$ cat src/rtl/resource_arbiter_pkg.sv
// Shared widths, FSM encodings and payload types for the resource arbiter.
package resource_arbiter_pkg;

    localparam int unsigned ADDRESS_WIDTH   = 12;
    localparam int unsigned DATA_WIDTH      = 16;
    localparam int unsigned ID_WIDTH        = 4;
    localparam int unsigned DEFAULT_TIMEOUT = 64;

    localparam int unsigned STATE_W = 3;

    localparam logic [STATE_W-1:0] ST_IDLE        = 3'd0;
    localparam logic [STATE_W-1:0] ST_ISSUE       = 3'd1;
    localparam logic [STATE_W-1:0] ST_WAIT_ACCEPT = 3'd2;
    localparam logic [STATE_W-1:0] ST_WAIT_RSP    = 3'd3;
    localparam logic [STATE_W-1:0] ST_DRAIN       = 3'd4;

    // Request payload latched at grant and presented to the resource.
    typedef struct packed {
        logic [ADDRESS_WIDTH-1:0] addr;
        logic [ID_WIDTH-1:0]      id;
    } req_payload_t;

    // Pointer width that stays legal for a single requester.
    function automatic int unsigned ptr_width(input int unsigned n);
        return (n > 1) ? $clog2(n) : 1;
    endfunction

endpackage

$ cat src/rtl/rr_picker.sv
// Combinational round-robin picker: first requester at or after the pointer wins.
module rr_picker #(
    parameter int unsigned NUM_REQ = 4,
    parameter int unsigned PTR_W   = 2
) (
    input  logic [NUM_REQ-1:0] i_req,
    input  logic [PTR_W-1:0]   i_ptr,
    output logic [NUM_REQ-1:0] o_grant_c
);

    logic             w_found;
    logic [PTR_W-1:0] w_idx;

    // Scan requesters in rotated order starting at the pointer.
    always_comb begin
        o_grant_c = '0;
        w_found   = 1'b0;
        w_idx     = '0;
        for (int i = 0; i < NUM_REQ; i++) begin
            w_idx = PTR_W'((int'(i_ptr) + i) % NUM_REQ);
            if (!w_found && i_req[w_idx]) begin
                o_grant_c[w_idx] = 1'b1;
                w_found          = 1'b1;
            end
        end
    end

endmodule

$ cat src/rtl/resource_arbiter.sv
// Round-robin arbiter giving NUM_REQ requesters single-outstanding access to one resource.
module resource_arbiter
    import resource_arbiter_pkg::*;
#(
    parameter int unsigned NUM_REQ        = 4,
    parameter int unsigned TIMEOUT_CYCLES = DEFAULT_TIMEOUT
) (
    input  logic                          clk,
    input  logic                          reset,
    input  logic [NUM_REQ-1:0]            req_valid,
    input  logic [NUM_REQ*ADDRESS_WIDTH-1:0] req_address,
    input  logic [NUM_REQ*ID_WIDTH-1:0]   req_id,
    output logic [NUM_REQ-1:0]            req_ready,
    output logic [NUM_REQ-1:0]            rsp_valid,
    output logic [DATA_WIDTH-1:0]         rsp_data,
    output logic [ID_WIDTH-1:0]           rsp_id,
    output logic                          rsp_error,
    output logic [ADDRESS_WIDTH-1:0]      res_address,
    output logic [ID_WIDTH-1:0]           res_id,
    output logic                          res_in_valid,
    input  logic [DATA_WIDTH-1:0]         res_data,
    input  logic [ID_WIDTH-1:0]           res_out_id,
    input  logic                          res_out_valid,
    input  logic                          res_ready
);

    localparam int unsigned PTR_W = ptr_width(NUM_REQ);
    localparam int unsigned CNT_W = $clog2(TIMEOUT_CYCLES) + 1;

    logic [STATE_W-1:0]    r_state;
    logic [PTR_W-1:0]      r_ptr;
    logic [CNT_W-1:0]      r_cnt;
    logic                  r_rst_done;
    req_payload_t          r_req;
    logic [PTR_W-1:0]      r_idx;
    logic [NUM_REQ-1:0]    r_req_ready;
    logic [NUM_REQ-1:0]    r_rsp_valid;
    logic [DATA_WIDTH-1:0] r_rsp_data;
    logic [ID_WIDTH-1:0]   r_rsp_id;
    logic                  r_rsp_error;
    logic                  r_res_in_valid;

    logic [STATE_W-1:0]    w_state_nxt;
    logic [PTR_W-1:0]      w_ptr_nxt;
    logic [CNT_W-1:0]      w_cnt_nxt;
    req_payload_t          w_req_nxt;
    logic [PTR_W-1:0]      w_idx_nxt;
    logic [NUM_REQ-1:0]    w_req_ready_nxt;
    logic [NUM_REQ-1:0]    w_rsp_valid_nxt;
    logic [DATA_WIDTH-1:0] w_rsp_data_nxt;
    logic [ID_WIDTH-1:0]   w_rsp_id_nxt;
    logic                  w_rsp_error_nxt;
    logic                  w_res_in_valid_nxt;

    logic [NUM_REQ-1:0]    w_grant;
    logic [PTR_W-1:0]      w_grant_idx;
    req_payload_t          w_sel;
    logic                  w_timeout;
    logic                  w_waiting;
    logic                  w_can_grant;

    rr_picker #(
        .NUM_REQ (NUM_REQ),
        .PTR_W   (PTR_W)
    ) u_rr_picker (
        .i_req     (req_valid),
        .i_ptr     (r_ptr),
        .o_grant_c (w_grant)
    );

    // Encode the one-hot grant and select the winning requester's payload.
    always_comb begin
        w_grant_idx = '0;
        w_sel       = '0;
        for (int i = 0; i < NUM_REQ; i++) begin
            if (w_grant[i]) begin
                w_grant_idx = PTR_W'(i);
                w_sel.addr  = req_address[i*ADDRESS_WIDTH +: ADDRESS_WIDTH];
                w_sel.id    = req_id[i*ID_WIDTH +: ID_WIDTH];
            end
        end
    end

    assign w_timeout   = (r_cnt == CNT_W'(TIMEOUT_CYCLES));
    assign w_waiting   = (r_state == ST_WAIT_ACCEPT) || (r_state == ST_WAIT_RSP) ||
                         (r_state == ST_DRAIN);
    // Hold off one edge after reset and while the resource still shows an old result.
    assign w_can_grant = r_rst_done && (|req_valid) && res_ready && !res_out_valid;

    // Next-state and next-output computation for the transaction FSM.
    always_comb begin
        w_state_nxt        = r_state;
        w_ptr_nxt          = r_ptr;
        w_req_nxt          = r_req;
        w_idx_nxt          = r_idx;
        w_req_ready_nxt    = '0;
        w_rsp_valid_nxt    = '0;
        w_rsp_data_nxt     = r_rsp_data;
        w_rsp_id_nxt       = r_rsp_id;
        w_rsp_error_nxt    = 1'b0;
        w_res_in_valid_nxt = 1'b0;
        w_cnt_nxt          = '0;

        case (r_state)
            ST_IDLE: begin
                if (w_can_grant) begin
                    w_state_nxt        = ST_ISSUE;
                    w_req_nxt          = w_sel;
                    w_idx_nxt          = w_grant_idx;
                    w_req_ready_nxt    = w_grant;
                    w_res_in_valid_nxt = 1'b1;
                    w_ptr_nxt          = (w_grant_idx == PTR_W'(NUM_REQ - 1)) ?
                                         '0 : w_grant_idx + PTR_W'(1);
                end
            end
            ST_ISSUE: begin
                w_state_nxt = ST_WAIT_ACCEPT;
            end
            ST_WAIT_ACCEPT: begin
                if (!res_ready) begin
                    w_state_nxt = ST_WAIT_RSP;
                end else if (w_timeout) begin
                    w_state_nxt     = ST_DRAIN;
                    w_rsp_error_nxt = 1'b1;
                end
            end
            ST_WAIT_RSP: begin
                if (res_out_valid) begin
                    w_state_nxt = ST_DRAIN;
                    if (res_out_id == r_req.id) begin
                        w_rsp_valid_nxt[r_idx] = 1'b1;
                        w_rsp_data_nxt         = res_data;
                        w_rsp_id_nxt           = res_out_id;
                    end else begin
                        w_rsp_error_nxt = 1'b1;
                    end
                end else if (w_timeout) begin
                    w_state_nxt     = ST_DRAIN;
                    w_rsp_error_nxt = 1'b1;
                end
            end
            ST_DRAIN: begin
                if (!res_out_valid) begin
                    w_state_nxt = ST_IDLE;
                end else if (w_timeout) begin
                    w_state_nxt     = ST_IDLE;
                    w_rsp_error_nxt = 1'b1;
                end
            end
            default: begin
                w_state_nxt = ST_IDLE;
            end
        endcase

        // Wait counter restarts on every state change and only runs in waiting states.
        if (w_waiting && (w_state_nxt == r_state)) begin
            w_cnt_nxt = r_cnt + CNT_W'(1);
        end
    end

    // State and registered outputs; reset clears everything immediately.
    always_ff @(posedge clk or negedge reset) begin
        if (!reset) begin
            r_state        <= ST_IDLE;
            r_ptr          <= '0;
            r_cnt          <= '0;
            r_rst_done     <= 1'b0;
            r_req          <= '0;
            r_idx          <= '0;
            r_req_ready    <= '0;
            r_rsp_valid    <= '0;
            r_rsp_data     <= '0;
            r_rsp_id       <= '0;
            r_rsp_error    <= 1'b0;
            r_res_in_valid <= 1'b0;
        end else begin
            r_state        <= w_state_nxt;
            r_ptr          <= w_ptr_nxt;
            r_cnt          <= w_cnt_nxt;
            r_rst_done     <= 1'b1;
            r_req          <= w_req_nxt;
            r_idx          <= w_idx_nxt;
            r_req_ready    <= w_req_ready_nxt;
            r_rsp_valid    <= w_rsp_valid_nxt;
            r_rsp_data     <= w_rsp_data_nxt;
            r_rsp_id       <= w_rsp_id_nxt;
            r_rsp_error    <= w_rsp_error_nxt;
            r_res_in_valid <= w_res_in_valid_nxt;
        end
    end

    assign req_ready    = r_req_ready;
    assign rsp_valid    = r_rsp_valid;
    assign rsp_data     = r_rsp_data;
    assign rsp_id       = r_rsp_id;
    assign rsp_error    = r_rsp_error;
    assign res_address  = r_req.addr;
    assign res_id       = r_req.id;
    assign res_in_valid = r_res_in_valid;

endmodule
$ cat config.mk
export PLATFORM = sky130hd
export DESIGN_NAME = resource_arbiter
export DESIGN_NICKNAME = d
export VERILOG_FILES = /design/src/rtl/resource_arbiter_pkg.sv /design/src/rtl/rr_picker.sv /design/src/rtl/resource_arbiter.sv
export SDC_FILE = /design/constraint.sdc
export NUM_CORES = 1
export LEC_CHECK = 0
export ABC_AREA = 1
export BUFFER_PORTS_ARGS = -buffer_cell sky130_fd_sc_hd__buf_2
export CELL_PAD_IN_SITES_DETAIL_PLACEMENT = 1
export CELL_PAD_IN_SITES_GLOBAL_PLACEMENT = 2
export CORE_MARGIN = 2
export CORE_UTILIZATION = 28
export CTS_BUF_LIST = sky130_fd_sc_hd__clkbuf_4
export DETAILED_ROUTE_END_ITERATION = 10
export GPL_ROUTABILITY_DRIVEN = 0
export PLACE_DENSITY = 0.9
export SYNTH_ARGS = -nofsm -noshare
export SYNTH_HDL_FRONTEND = slang
export SYNTH_SLANG_ARGS = --single-unit
$ cat constraint.sdc
create_clock -name clk -period 2.4 [get_ports clk]
set_input_delay 0.24 -clock clk [delete_from_list [all_inputs] [get_ports clk]]
set_output_delay 0.24 -clock clk [all_outputs]
set_load 0.05 [all_outputs]
==> qor.txt <==
Run status = finished, violations left
Failing checks = negative hold slack
Hold Path Class = in2async
DRT antenna net count = 0
Number of CTS-inserted buffers = 9
Met1 usage = 0.2165
CP Capture Type = flop
Final setup fails = 0
Post-Synth Adder-Cell Area = 0.02716
Met3 usage = 0.03716
Xor and xnor area share after synthesis = 0.01664
Die Width = 118.7 µm
Leakage = 2.720 nW
First-pass GRT wire length = 18.58 mm
CTS Hold Buffers Added = 0
Max clock buf depth = 2
Grt met2 use = 0.2766
Synth Register Bits = 61
# port buffers = 137
Synth Warn # = 0
Power Density = 1338 mW/mm²
Final Hold Viols = 13
Fin crit share = 0.9226
Final Skew = 0.01671 ns
Leading area contributor after synthesis = dfrtp_1
Die area = 0.01409 mm²
Largest net degree at the start of global routing = 62
RSZ-0062 raised after global routing = true
Drt total wl = 11.48 mm
Clock transition at path regs = 0.12 ns
Slowest stage delay, CP = 0.43 ns
Net load switching power = 3.410 mW
DRT Pass-1 Iters = 4
Setup CP Type = reg2reg
Initial DRC Count = 117
Share of cells above drive strength 1 = 0.3771
CORE AREA = 0.01272 mm²
Max Slew Vio Count = 0
Mapped Cells = 442
Synth top area cells = dfrtp_1, nand2_1, nand3_1
P&R area growth vs syn = 30.22%
Netlist cell types = 34
Synth Area in Simple Gates = 0.3301
Minimum clock period = 2.214 ns
Vias per cell = 4.561
Clk pwr share = 0.132
Mapped Nets = 542
Maxcap violations = 0
Wire per inst = 14.99 µm
Syn_area_per_cell = 8.337 µm²
Max Fclk = 451.6 MHz
Internal Power = 3.010 mW
Detailed Place HPWL = 8.896 mm
Clock root cell = clkbuf_4
Via Count = 3,494
Starting density of the core = 0.2896
Combinational Power Share = 0.634
Sw Share = 0.5311
Mux share of post-synthesis cell area = 0.06112
Gr busiest metal = met2
Worst-Skew Late Latency = 0.41 ns
R2r startpoint = r_ptr[0]
Post-synthesis sequential area ratio = 0.4143
Worst Path Arrival = 2.58 ns
GRT overflow = 0
Slowest CP cell = dfrtp_1
Yosys top cell area share = 0.4143
Core Util, Final = 0.3772
Total track usage = 0.1645
Peak supply drop = 0.0005954 V
Row cnt = 41
Crit path from = r_ptr[0]
Fillers = 1,613
TritonCTS clock tree = done
Diode count = 0
Worst-margin pin slew = 0.7835 ns
Synth Area in Compound Gates = 0.07368
Number of global-route vias before repair = 3,769
Commonest non-fill, non-tap cell in the layout = buf_2
Die Height = 118.7 µm
Worst EP required = 2.76 ns
# IOs = 138
Total power draw = 6.420 mW
Synth Cell Area = 0.003685 mm²
DRC violations left = 0
Crit start category = flop
Cell mode on critical path = nand2_1
Most frequent cells in the layout = buf_2, nand2_1, dfrtp_1
H-Tree Depth = 3
CP Max Fanout = 17
Worst path cell trace = inv_4 -> ha_1 -> inv_1 -> nand3_1 -> nand2_1 -> nand2_4 -> nor2_8 -> nand2_1 -> nand3b_4 -> nand3_1 -> nand2_1 -> nand2_1 -> nand2_1
Slew HR = 0.4777
CTS Sinks = 61
Largest family of logic cells by synthesized area = simple AND/OR/NAND/NOR gates
Initial antenna violation count = 0
Flop pwr share = 0.234
Hold_ws = -0.03123 ns
Fin nets = 689
-- per-layer routing --
layer	routed length (µm)	vias to the layer above
li1	-	1733
met1	5278	1648
met2	5586	106
met3	515	7
met4	103	0
met5	0	-
-- worst max-delay path, delay by kind of cell (launching register included) --
family | cells | cell delay (ns)
buffers and inverters | 2 | 0.24
DFF | 1 | 0.43
adders and majority gates | 1 | 0.28
and+or+nand+nor | 10 | 1.21
-- timing repair --
item,in CTS,in global routing
resized for setup,0,3
endpoints found under the setup margin,0,13
endpoints found under the hold margin,0,0
buffers inserted,0,4
-- state kept, by name (all words and copies together), names as in the netlist --
| register | count |
|---|---|
| rsp_valid | 4 |
| res_id | 4 |
| rsp_data | 16 |
| r_rst_done | 1 |
| r_idx | 2 |
| rsp_error | 1 |
| r_cnt | 7 |
| r_ptr | 2 |
| rsp_id | 4 |
| req_ready | 4 |
| res_address | 12 |
| res_in_valid | 1 |
| r_state | 3 |
-- power by group through the flow --
stage	Combinational, mW	Clock [mW]	Sequential, mW
after floorplan	2.28	0	2.24
after global placement	3.74	0	1.51
after detailed placement	3.82	0	1.52
after CTS	3.83	0.881	1.50
after global routing	4.48	0.929	1.54
final	4.07	0.850	1.50
-- Yosys cell counts, drive strengths merged --
| library cell | number |
|---|---|
| nand4 | 2 |
| a21oi | 39 |
| ha | 8 |
| xnor2 | 2 |
| clkbuf | 3 |
| nand3 | 62 |
| o21ai | 6 |
| o311ai | 1 |
| nor3b | 1 |
| nor2 | 33 |
| o211ai | 2 |
| nand3b | 2 |
| inv | 46 |
| xor2 | 5 |
| nand2 | 129 |
| conb | 1 |
| mux2 | 20 |
| buf | 11 |
| clkinv | 1 |
| nor3 | 7 |
| dfrtp | 61 |
-- kinds of logic after synthesis --
logic type,Yosys count
buf+inv,61
fa+ha+maj,8
simple gates,236
other cells,1
xor+xnor,7
mux,20
flops,61
compound gates,48
-- path summary, 6_finish.rpt --
check	endpoint	slack (ns)	cells past startpoint
worst min-delay path	rsp_data[3]	-0.03	2
worst min register to register	rsp_valid[1]	0.46	1
min in group clk	rsp_data[12]	0.06	2
max in group asynchronous	res_address[2]	1.90	2
worst max register to register	res_id[0]	0.19	13
worst max-delay path	res_id[0]	0.19	13
-- layout make-up --
| class | count | area (µm²) | area share |
|---|---|---|---|
| clock buffers | 9 | 67.56 | 0.01408 |
| repair buffers | 149 | 800.8 | 0.1669 |
| clock inverters | 7 | 97.59 | 0.02034 |
| inverters | 47 | 181.4 | 0.03781 |
| multi-input cells | 321 | 1909 | 0.3979 |
| flip-flops and latches | 61 | 1526 | 0.3181 |
| well taps | 172 | 215.2 | 0.04485 |
-- stage by stage --
stage | setup WS, ns | area, µm² | setup TNS [ns] | std cells | hold WS [ns]
2_1_floorplan | 0.2854 | 3685 | 0 | 442 | -0.05559
3_3_place_gp | 0.1816 | 4547 | 0 | 745 | 0.4589
3_5_place_dp | 0.1094 | 4547 | 0 | 745 | 0.4559
4_1_cts | 0.09084 | 4712 | 0 | 761 | 0.008036
5_1_grt | -0.002887 | 4798 | -0.002887 | 766 | 0.01087
6_report | 0.1858 | 4798 | 0 | 766 | -0.03123
No activity file was read; power rests on OpenSTA's default activity.
